$ cat config.mk
export PLATFORM = sky130hd
export DESIGN_NAME = regfile_wb_arbiter
export DESIGN_NICKNAME = d
export VERILOG_FILES = /design/src/rtl/regfile_wb_arbiter_pkg.sv /design/src/rtl/regfile_wb_arbiter_scoreboard.sv /design/src/rtl/regfile_wb_arbiter.sv
export SDC_FILE = /design/constraint.sdc
export NUM_CORES = 1
export LEC_CHECK = 0
export ABC_AREA = 1
export BUFFER_PORTS_ARGS = -buffer_cell sky130_fd_sc_hd__buf_2
export CAP_MARGIN = 5
export CORE_MARGIN = 3
export CORE_UTILIZATION = 49
export CTS_BUF_LIST = sky130_fd_sc_hd__clkbuf_2
export CTS_CLUSTER_SIZE = 40
export DETAILED_ROUTE_END_ITERATION = 12
export PLACE_DENSITY = 0.82
export SYNTH_ARGS = -nofsm -noshare
export SYNTH_HDL_FRONTEND = slang
export SYNTH_SLANG_ARGS = --single-unit
$ cat constraint.sdc
create_clock -name clk -period 3.6 [get_ports clk]
set_clock_uncertainty 0.15 [all_clocks]
set_input_delay 0 -clock clk [delete_from_list [all_inputs] [get_ports clk]]
set_output_delay 0 -clock clk [all_outputs]
set_load 0.01 [all_outputs]
$ cat src/rtl/regfile_wb_arbiter_pkg.sv
// regfile_wb_arbiter_pkg: shared widths, constants and grant encoding for the writeback arbiter.
package regfile_wb_arbiter_pkg;
  localparam int XLEN      = 64;
  localparam int REG_IDX_W = 5;
  localparam int NUM_REGS  = 32;
  localparam logic [XLEN-1:0] ZeroWord = '0;
  typedef logic [XLEN-1:0] reg_bus_t;
  typedef logic [REG_IDX_W-1:0] reg_idx_t;
  typedef enum logic [1:0] {GNT_NONE, GNT_EXU, GNT_LSU} gnt_e;
endpackage

$ cat src/rtl/regfile_wb_arbiter_scoreboard.sv
// rf_scoreboard: 32-entry busy vector with set/clear ports and three combinational lookups.
module rf_scoreboard
  import regfile_wb_arbiter_pkg::*;
(
  input  logic                clk,
  input  logic                rst,
  input  logic                set_en,
  input  logic [REG_IDX_W-1:0] set_idx,
  input  logic                clr_en,
  input  logic [REG_IDX_W-1:0] clr_idx,
  input  logic [REG_IDX_W-1:0] rs1,
  input  logic [REG_IDX_W-1:0] rs2,
  input  logic [REG_IDX_W-1:0] rd,
  output logic                busy_rs1,
  output logic                busy_rs2,
  output logic                busy_rd,
  output logic [NUM_REGS-1:0] busy_vec
);
  logic [NUM_REGS-1:0] busy_q, busy_d, set_mask, clr_mask;
  always_comb begin
    set_mask = set_en ? NUM_REGS'(1) << set_idx : '0;
    clr_mask = clr_en ? NUM_REGS'(1) << clr_idx : '0;
    // set is applied after clear so a collision leaves the register busy
    busy_d = ((busy_q & ~clr_mask) | set_mask) & ~NUM_REGS'(1);
    busy_rs1 = busy_q[rs1];
    busy_rs2 = busy_q[rs2];
    busy_rd = busy_q[rd];
    busy_vec = busy_q;
  end
  always_ff @(posedge clk or posedge rst)
    if (rst) busy_q <= '0;
    else begin
      assert (!(set_en && clr_en && set_idx == clr_idx && set_idx != '0));
      busy_q <= busy_d;
    end
endmodule

$ cat src/rtl/regfile_wb_arbiter.sv
// regfile_wb_arbiter: EXU/LSU writeback arbitration with anti-starvation and RAW/WAW issue hold.
module regfile_wb_arbiter
  import regfile_wb_arbiter_pkg::*;
#(
  parameter int XLEN     = regfile_wb_arbiter_pkg::XLEN,
  parameter int MAX_WAIT = 4
) (
  input  logic            clk,
  input  logic            rst,
  input  logic            issue_valid,
  input  logic [4:0]      issue_rs1,
  input  logic [4:0]      issue_rs2,
  input  logic [4:0]      issue_rd,
  input  logic            issue_wen,
  output logic            issue_ready,
  input  logic            exu_valid,
  input  logic [4:0]      exu_rd,
  input  logic [XLEN-1:0] exu_data,
  output logic            exu_ready,
  input  logic            lsu_valid,
  input  logic [4:0]      lsu_rd,
  input  logic [XLEN-1:0] lsu_data,
  output logic            lsu_ready,
  output logic            rf_wen,
  output logic [4:0]      rf_waddr,
  output logic [XLEN-1:0] rf_wdata,
  output logic [31:0]     busy_vec
);
  localparam logic [3:0] MaxWait = 4'(MAX_WAIT);
  logic busy_rs1, busy_rs2, busy_rd, set_en;
  gnt_e gnt;
  logic [3:0] wait_q, wait_d;
  logic rf_wen_q, rf_wen_d;
  logic [4:0] rf_waddr_q, rf_waddr_d, gnt_rd;
  logic [XLEN-1:0] rf_wdata_q, rf_wdata_d, gnt_data;
  rf_scoreboard u_sb (
    .clk(clk), .rst(rst),
    .set_en(set_en), .set_idx(issue_rd),
    .clr_en(rf_wen_q), .clr_idx(rf_waddr_q),
    .rs1(issue_rs1), .rs2(issue_rs2), .rd(issue_rd),
    .busy_rs1(busy_rs1), .busy_rs2(busy_rs2), .busy_rd(busy_rd),
    .busy_vec(busy_vec)
  );
  always_comb begin
    issue_ready = !rst && issue_valid && !busy_rs1 && !busy_rs2 && !(issue_wen && busy_rd);
    set_en = issue_ready && issue_wen;
    gnt = rst ? GNT_NONE
        : exu_valid && (!lsu_valid || wait_q == MaxWait) ? GNT_EXU
        : lsu_valid ? GNT_LSU : GNT_NONE;
    exu_ready = gnt == GNT_EXU;
    lsu_ready = gnt == GNT_LSU;
    gnt_rd = exu_ready ? exu_rd : lsu_rd;
    gnt_data = exu_ready ? exu_data : lsu_data;
    wait_d = (!exu_valid || exu_ready) ? 4'd0 : wait_q == MaxWait ? MaxWait : wait_q + 4'd1;
    rf_wen_d = gnt != GNT_NONE && gnt_rd != 5'd0;
    rf_waddr_d = gnt != GNT_NONE ? gnt_rd : rf_waddr_q;
    rf_wdata_d = gnt != GNT_NONE ? gnt_data : rf_wdata_q;
    rf_wen = rf_wen_q;
    rf_waddr = rf_waddr_q;
    rf_wdata = rf_wdata_q;
  end
  always_ff @(posedge clk or posedge rst)
    if (rst) begin
      wait_q <= '0;
      rf_wen_q <= 1'b0;
      rf_waddr_q <= '0;
      rf_wdata_q <= '0;
    end else begin
      wait_q <= wait_d;
      rf_wen_q <= rf_wen_d;
      rf_waddr_q <= rf_waddr_d;
      rf_wdata_q <= rf_wdata_d;
    end
endmodule

# After elaboration in Yosys (flattened, before gate mapping)
# Cells that the tools add are included.
[classes] shift=2 n_lt_le_gt_ge=3 n_eq_ne=3 n_reduce_logical=18 muxes=15 n_bitwise=3 add_sub_neg=1
[op_table] op="2-to-1 mux 32 bit" n=2
[op_table] op="2-to-1 mux 64 bit" n=1
[op_table] op="<< shifter 1 x 5 -> 32 bit (first input constant)" n=2
[op_table] op="AND 32 bit" n=1
[op_table] op="inverter 32 bit" n=1
[op_table] op="OR 32 bit" n=1
[op_table] op="< comparator 5 x 6 -> 1 bit (second input constant)" n=3
[op_table] op="binary-select mux 1 bit (select 5 bit)" n=3
[op_table] op="logical AND 1 bit" n=8
[op_table] op="2-to-1 mux 4 bit" n=2
[op_table] op="logical NOT 1 bit" n=6
[op_table] op="2-to-1 mux 2 bit" n=3
[op_table] op="2-to-1 mux 5 bit" n=1
[op_table] op="nonzero test 5 bit" n=1
[op_table] op="adder 4 x 1 -> 4 bit (second input constant)" n=1
[op_table] op="equality test 4 x 3 -> 1 bit (second input constant)" n=1
[op_table] op="2-to-1 mux 1 bit" n=3
[op_table] op="equality test 2 x 1 -> 1 bit (second input constant)" n=1
[op_table] op="equality test 2 bit (second input constant)" n=1
[op_table] op="logical OR 1 bit" n=2
[op_table] op="nonzero test 2 bit" n=1
[word_totals] out_inout_bits=105 inputBits=159 wordCells=50 register_bits=105

# Longest topological paths before layout
[depth] ltp_word=9 ltp_mapped=14 depth_no_buf=12

# Cells and area by module
# From an unflattened synthesis, not the netlist that was laid out.
[unflattened] cells_unflattened=745 hier_area_um2=6003.3
[modules_own_cells] module="regfile_wb_arbiter" seq_area_each_um2=1851.8 cells_per_inst=354 instances=1 area_each_um2=3543.4
[modules_own_cells] module="rf_scoreboard" seq_area_each_um2=775.7 cells_per_inst=391 instances=1 area_each_um2=2459.9

# Least setup slack after synthesis
# No wires, ideal clock.
[synth_timing] kind="input port to flip-flop" startpoint="input rst" endpoint="register rf_wen_q, in the netlist rf_wen" path_buffers=2 required_time_ns=3.368 t_arrival_ns=3.162 setup_slack_ns=0.206 path_stages=7 path_cell_list="inv_1 > nand3_1 > inv_1 > nor2_1 > buf_2 > buf_2 > a31oi_1"
[synth_via] elab_chain_cells=5 elab_cells_between_ends=6
[synth_rtl] item="from (decl)" line="regfile_wb_arbiter.sv:9" text="input logic rst,"
[synth_rtl] item="2-to-1 mux 2 bit *" line="regfile_wb_arbiter.sv:47" text="gnt = rst ? GNT_NONE"
[synth_rtl] item="equality test 2 x 1 -> 1 bit" line="regfile_wb_arbiter.sv:50" text="exu_ready = gnt == GNT_EXU;"
[synth_rtl] item="2-to-1 mux 5 bit" line="regfile_wb_arbiter.sv:52" text="gnt_rd = exu_ready ? exu_rd : lsu_rd;"
[synth_rtl] item="nonzero test 5 bit" line="regfile_wb_arbiter.sv:55" text="rf_wen_d = gnt != GNT_NONE && gnt_rd != 5'd0;"
[synth_rtl] item="logical AND 1 bit *" line="regfile_wb_arbiter.sv:55"
[synth_rtl] item="named net rf_wen_d" line="regfile_wb_arbiter.sv:33" text="logic rf_wen_q, rf_wen_d;"
[synth_rtl] item="to (signal assigned)" line="regfile_wb_arbiter.sv:70" text="rf_wen_q <= rf_wen_d;"
[synth_rtl] item="to (decl)" line="regfile_wb_arbiter.sv:33"
# The timed path passes the listed nets; every way through them passes the cells marked *.
# A chain may end at the register's enable or synchronous reset.

# Worst setup path in the final report
[layout_timing] startpoint="register wait_q[1]" endpoint="register rf_waddr_q[0], in the netlist rf_waddr[0]"
[layout_via] elab_chain_cells=7 elab_cells_between_ends=8
[layout_rtl] item="from (decl)" line="regfile_wb_arbiter.sv:32" text="logic [3:0] wait_q, wait_d;"
[layout_rtl] item="from (signal assigned)" line="regfile_wb_arbiter.sv:69" text="wait_q <= wait_d;"
[layout_rtl] item="equality test 4 x 3 -> 1 bit *" line="regfile_wb_arbiter.sv:48" text=": exu_valid && (!lsu_valid || wait_q == MaxWait) ? GNT_EXU"
[layout_rtl] item="logical OR 1 bit *" line="regfile_wb_arbiter.sv:48"
[layout_rtl] item="logical AND 1 bit *" line="regfile_wb_arbiter.sv:48"
[layout_rtl] item="2-to-1 mux 2 bit *" line="regfile_wb_arbiter.sv:48"
[layout_rtl] item="2-to-1 mux 2 bit *" line="regfile_wb_arbiter.sv:47"
[layout_rtl] item="equality test 2 x 1 -> 1 bit" line="regfile_wb_arbiter.sv:50"
[layout_rtl] item="2-to-1 mux 5 bit" line="regfile_wb_arbiter.sv:52"
[layout_rtl] item="to (signal assigned)" line="regfile_wb_arbiter.sv:71" text="rf_waddr_q <= rf_waddr_d;"
[layout_rtl] item="to (decl)" line="regfile_wb_arbiter.sv:34" text="logic [4:0] rf_waddr_q, rf_waddr_d, gnt_rd;"
# Every way passes the cells marked *; elsewhere a longest branch is shown, timed or not.

==> impl_metrics.tcl <==
set metrics [dict create \
    synth_top_area_share_pct 43.2 \
    multi_input_area_um2 2740 \
    power_frac_seq_pct 44.1 \
    syn_avg_cell_area_um2 7.62 \
    timing.max_slew.rel_slack_pct 41.0 \
    drive_gt1_share_pct 28.2 \
    setup_viol 0 \
    grt_overflow_total 0 \
    hold_start "lsu_data[12]" \
    max_clock_freq_ghz 0.281 \
    drt-wirelength-per-cell_um 19.2 \
    yosysMostFrequentCell "nand2_1" \
    synthCells 798 \
    register_area_um2 2630 \
    avgViaCountPerCell 5.74 \
    async_flop_share_pct 100 \
    die_h_um 117 \
    r2r_slack_ns 0.04 \
    route.detailed.drc 0 \
    die-area_um2 13800 \
    grt_use_met2_pct 62.2 \
    ios 264 \
    drv_cap 0 \
    ant_nets 0 \
    drt_iter0_markers 868 \
    grt_pass1_wl_um 40800 \
    power_frac_comb_pct 40.1 \
    wirelength_um 26500 \
    p_switching_mw 1.77 \
    post-place-ws_ns 1.17 \
    coreArea_um2 12100 \
    hold_class "input port to flop" \
    fillerInstances 797 \
    htree_levels 3 \
    grt.total_usage_pct 36.6 \
    ys_seq_area_share_pct 43.2 \
    critPathCaptureType "flop" \
    timing.rr.start "wait_q[1]$_DFF_PP0_" \
    dpl_cell_area_um2 7340 \
    period_needed_ns 3.56 \
    syn-num-nets 959 \
    dp.cells 1180 \
    ys.flop_type "dfrtp_1" \
    synth_area_leaders "dfrtp_1 43%, nand2_1 9.5%, inv_1 6.8%, o22ai_1 6.6%, a21oi_1 6.3%" \
    path_clk_slew_ns 0.33 \
    gp_congestion 0.921 \
    crit_path_start "wait_q[1]$_DFF_PP0_" \
    vias 7942 \
    core.rowCount 40 \
    status "finished clean" \
    clk_latency_ns 0.61 \
    numCtsBuffers 9 \
    finalCritPeriodShare_pct 98.8 \
    power_density_nw_per_um2 448 \
    required_ns 4.02 \
    synth_edf_count 0 \
    synth_commonest_cells "154 x nand2_1, 110 x inv_1, 105 x dfrtp_1, 76 x a21oi_1, 70 x nand3_1" \
    synth_cell_types 33 \
    fin_setup_tns_ns 0 \
    antenna_found_initial 2 \
    cp.arrival_ns 3.98 \
    path_class "flop to flop" \
    cts_root_buf "clkbuf_2" \
    met3_usage_pct 7.38 \
    cts_buffer_depth 2 \
    tightest_slew_ns 0.886 \
    clock_power_share_pct 15.8 \
    grt_pass1_vias 7865 \
    fin_area_um2 9350 \
    synth.ff_latch_count 105 \
    busiest_layer "met2" \
    path_max_fanout 4 \
    synth_top_area_cell "dfrtp_1" \
    final_cells 1383 \
    power.total_mw 4.19 \
    drt-pass1-iter-count 6 \
    intPower_mw 2.42 \
    p_sw_share_pct 42.3 \
    grt_max_degree 69 \
    synthesis.area_um2 6080 \
    use_met1_pct 43.0 \
    fin_nets 1369 \
    vdd_drop_max_mv 0.252 \
    synthToLayoutAreaGrowth_pct 53.8 \
    leakage_nw 4.76 \
    final_critical_path_setup_slack_ns 0.0421 \
    tritoncts "done" \
    post-route-util_pct 77.5 \
    hold_viol 0 \
    place_hpwl_um 14700 \
    yosys_warnings 0 \
    hold_slack_ns 0.0141 \
    fp.dieW_um 117 \
    startpoint_type "flop" \
    start_util_pct 50.4 \
    clock-sinks 105 \
    drv_slew 0 \
    numPortBuffers 262 \
]
==> area by class of cell <==
| class | count | area share (%) |
|---|---|---|
| repair buffers | 451 | 34.1 |
| flip-flops and latches | 105 | 28.1 |
| multi-input cells | 524 | 29.3 |
| diodes | 2 | 0.0535 |
| well taps | 168 | 2.25 |
| clock inverters | 6 | 0.964 |
| inverters | 117 | 4.72 |
| clock buffers | 10 | 0.535 |
==> worst max-delay path, stage by stage, from the launching register on <==
cell	delay, ns
dfrtp_1	0.50
inv_2	0.09
ha_2	0.19
nand2_2	0.08
nand2_1	0.09
nand2_2	0.09
nor2_4	0.19
buf_6	0.13
nand2_1	0.05
dlygate4sd3_1	0.57
nand2_2	0.09
dlygate4sd3_1	0.56
nor2_1	0.05
dlygate4sd3_1	0.58
a21oi_2	0.11
==> sequential cells by signal, indices dropped and copies added, names as in the netlist <==
| register | count |
|---|---|
| u_sb.busy_vec | 31 |
| rf_waddr | 5 |
| rf_wen | 1 |
| rf_wdata | 64 |
| wait_q | 4 |
==> routing by layer <==
layer	part of all wire, %	wire length (um)	up-vias
li1	-	-	3471
met1	35	9360	3680
met2	48	12600	640
met3	10	2720	151
met4	6.7	1770	0
met5	0	0	-
==> cell usage in the layout (no fill, tap or decap), types with 2 or more instances in the layout <==
| cell | netlist | final |
|---|---|---|
| nand3_2 | 30 | 31 |
| dfrtp_1 | 105 | 105 |
| nand2_1 | 154 | 150 |
| nand3_1 | 70 | 69 |
| a21oi_1 | 76 | 73 |
| diode_2 | 0 | 2 |
| dlygate4sd3_1 | 0 | 180 |
| clkbuf_2 | 0 | 10 |
| nand2_2 | 2 | 6 |
| bufinv_16 | 0 | 2 |
| o211ai_1 | 13 | 13 |
| inv_1 | 110 | 107 |
| buf_2 | 20 | 262 |
| o21ai_1 | 6 | 6 |
| nor2_1 | 49 | 48 |
| a21oi_2 | 0 | 3 |
| nor2_4 | 1 | 2 |
| o21ai_0 | 35 | 35 |
| nand4_1 | 4 | 4 |
| inv_2 | 6 | 8 |
| o22ai_1 | 64 | 64 |
| inv_6 | 0 | 2 |
| nor4_1 | 4 | 4 |
| a31oi_1 | 2 | 2 |
| buf_4 | 2 | 8 |
| nor3_1 | 5 | 5 |
==> cell families (layout without fill, tap and decap cells) <==
| kind of cell | count (synthesis) | count (layout) | synth area share [%] |
|---|---|---|---|
| and+or+nand+nor | 323 | 323 | 25.7 |
| AOI/OAI and AO/OA | 197 | 197 | 18.2 |
| buffers and inverters | 169 | 584 | 12.3 |
| DFF | 105 | 105 | 43.2 |
| adders and majority gates | 2 | 2 | 0.412 |
| other | 1 | 3 | 0.0617 |
| muxes | 1 | 1 | 0.165 |
==> worst paths after layout <==
kind / endpoint / depth (start not counted)
worst max-delay path: rf_waddr[0]$_DFFE_PP0P_ / 14
worst max register to register: rf_waddr[0]$_DFFE_PP0P_ / 14
max in group asynchronous: rf_wdata[46]$_DFFE_PP0P_ / 5
worst min register to register: rf_wdata[46]$_DFFE_PP0P_ / 2
worst min-delay path: rf_wdata[12]$_DFFE_PP0P_ / 4
min in group asynchronous: u_sb.busy_vec[15]$_DFF_PP0_ / 4
==> repair_timing <==
item | 4_1_cts | 5_1_grt
endpoints found under the hold margin | 175 | 0
hold buffers | 181 | 0
endpoints found under the setup margin | 0 | 5
resized for setup | 0 | 11
setup buffers | 0 | 5
==> power groups by stage <==
stage / clock network [mW] / logic, mW / registers (mW)
floorplan: 0 / 0.715 / 1.86
global placement: 0 / 1.38 / 1.82
detailed placement: 0 / 1.41 / 1.83
CTS: 0.647 / 1.58 / 1.80
global route: 0.696 / 1.82 / 1.88
finish: 0.662 / 1.68 / 1.84
(Power assumes the default switching activity.)
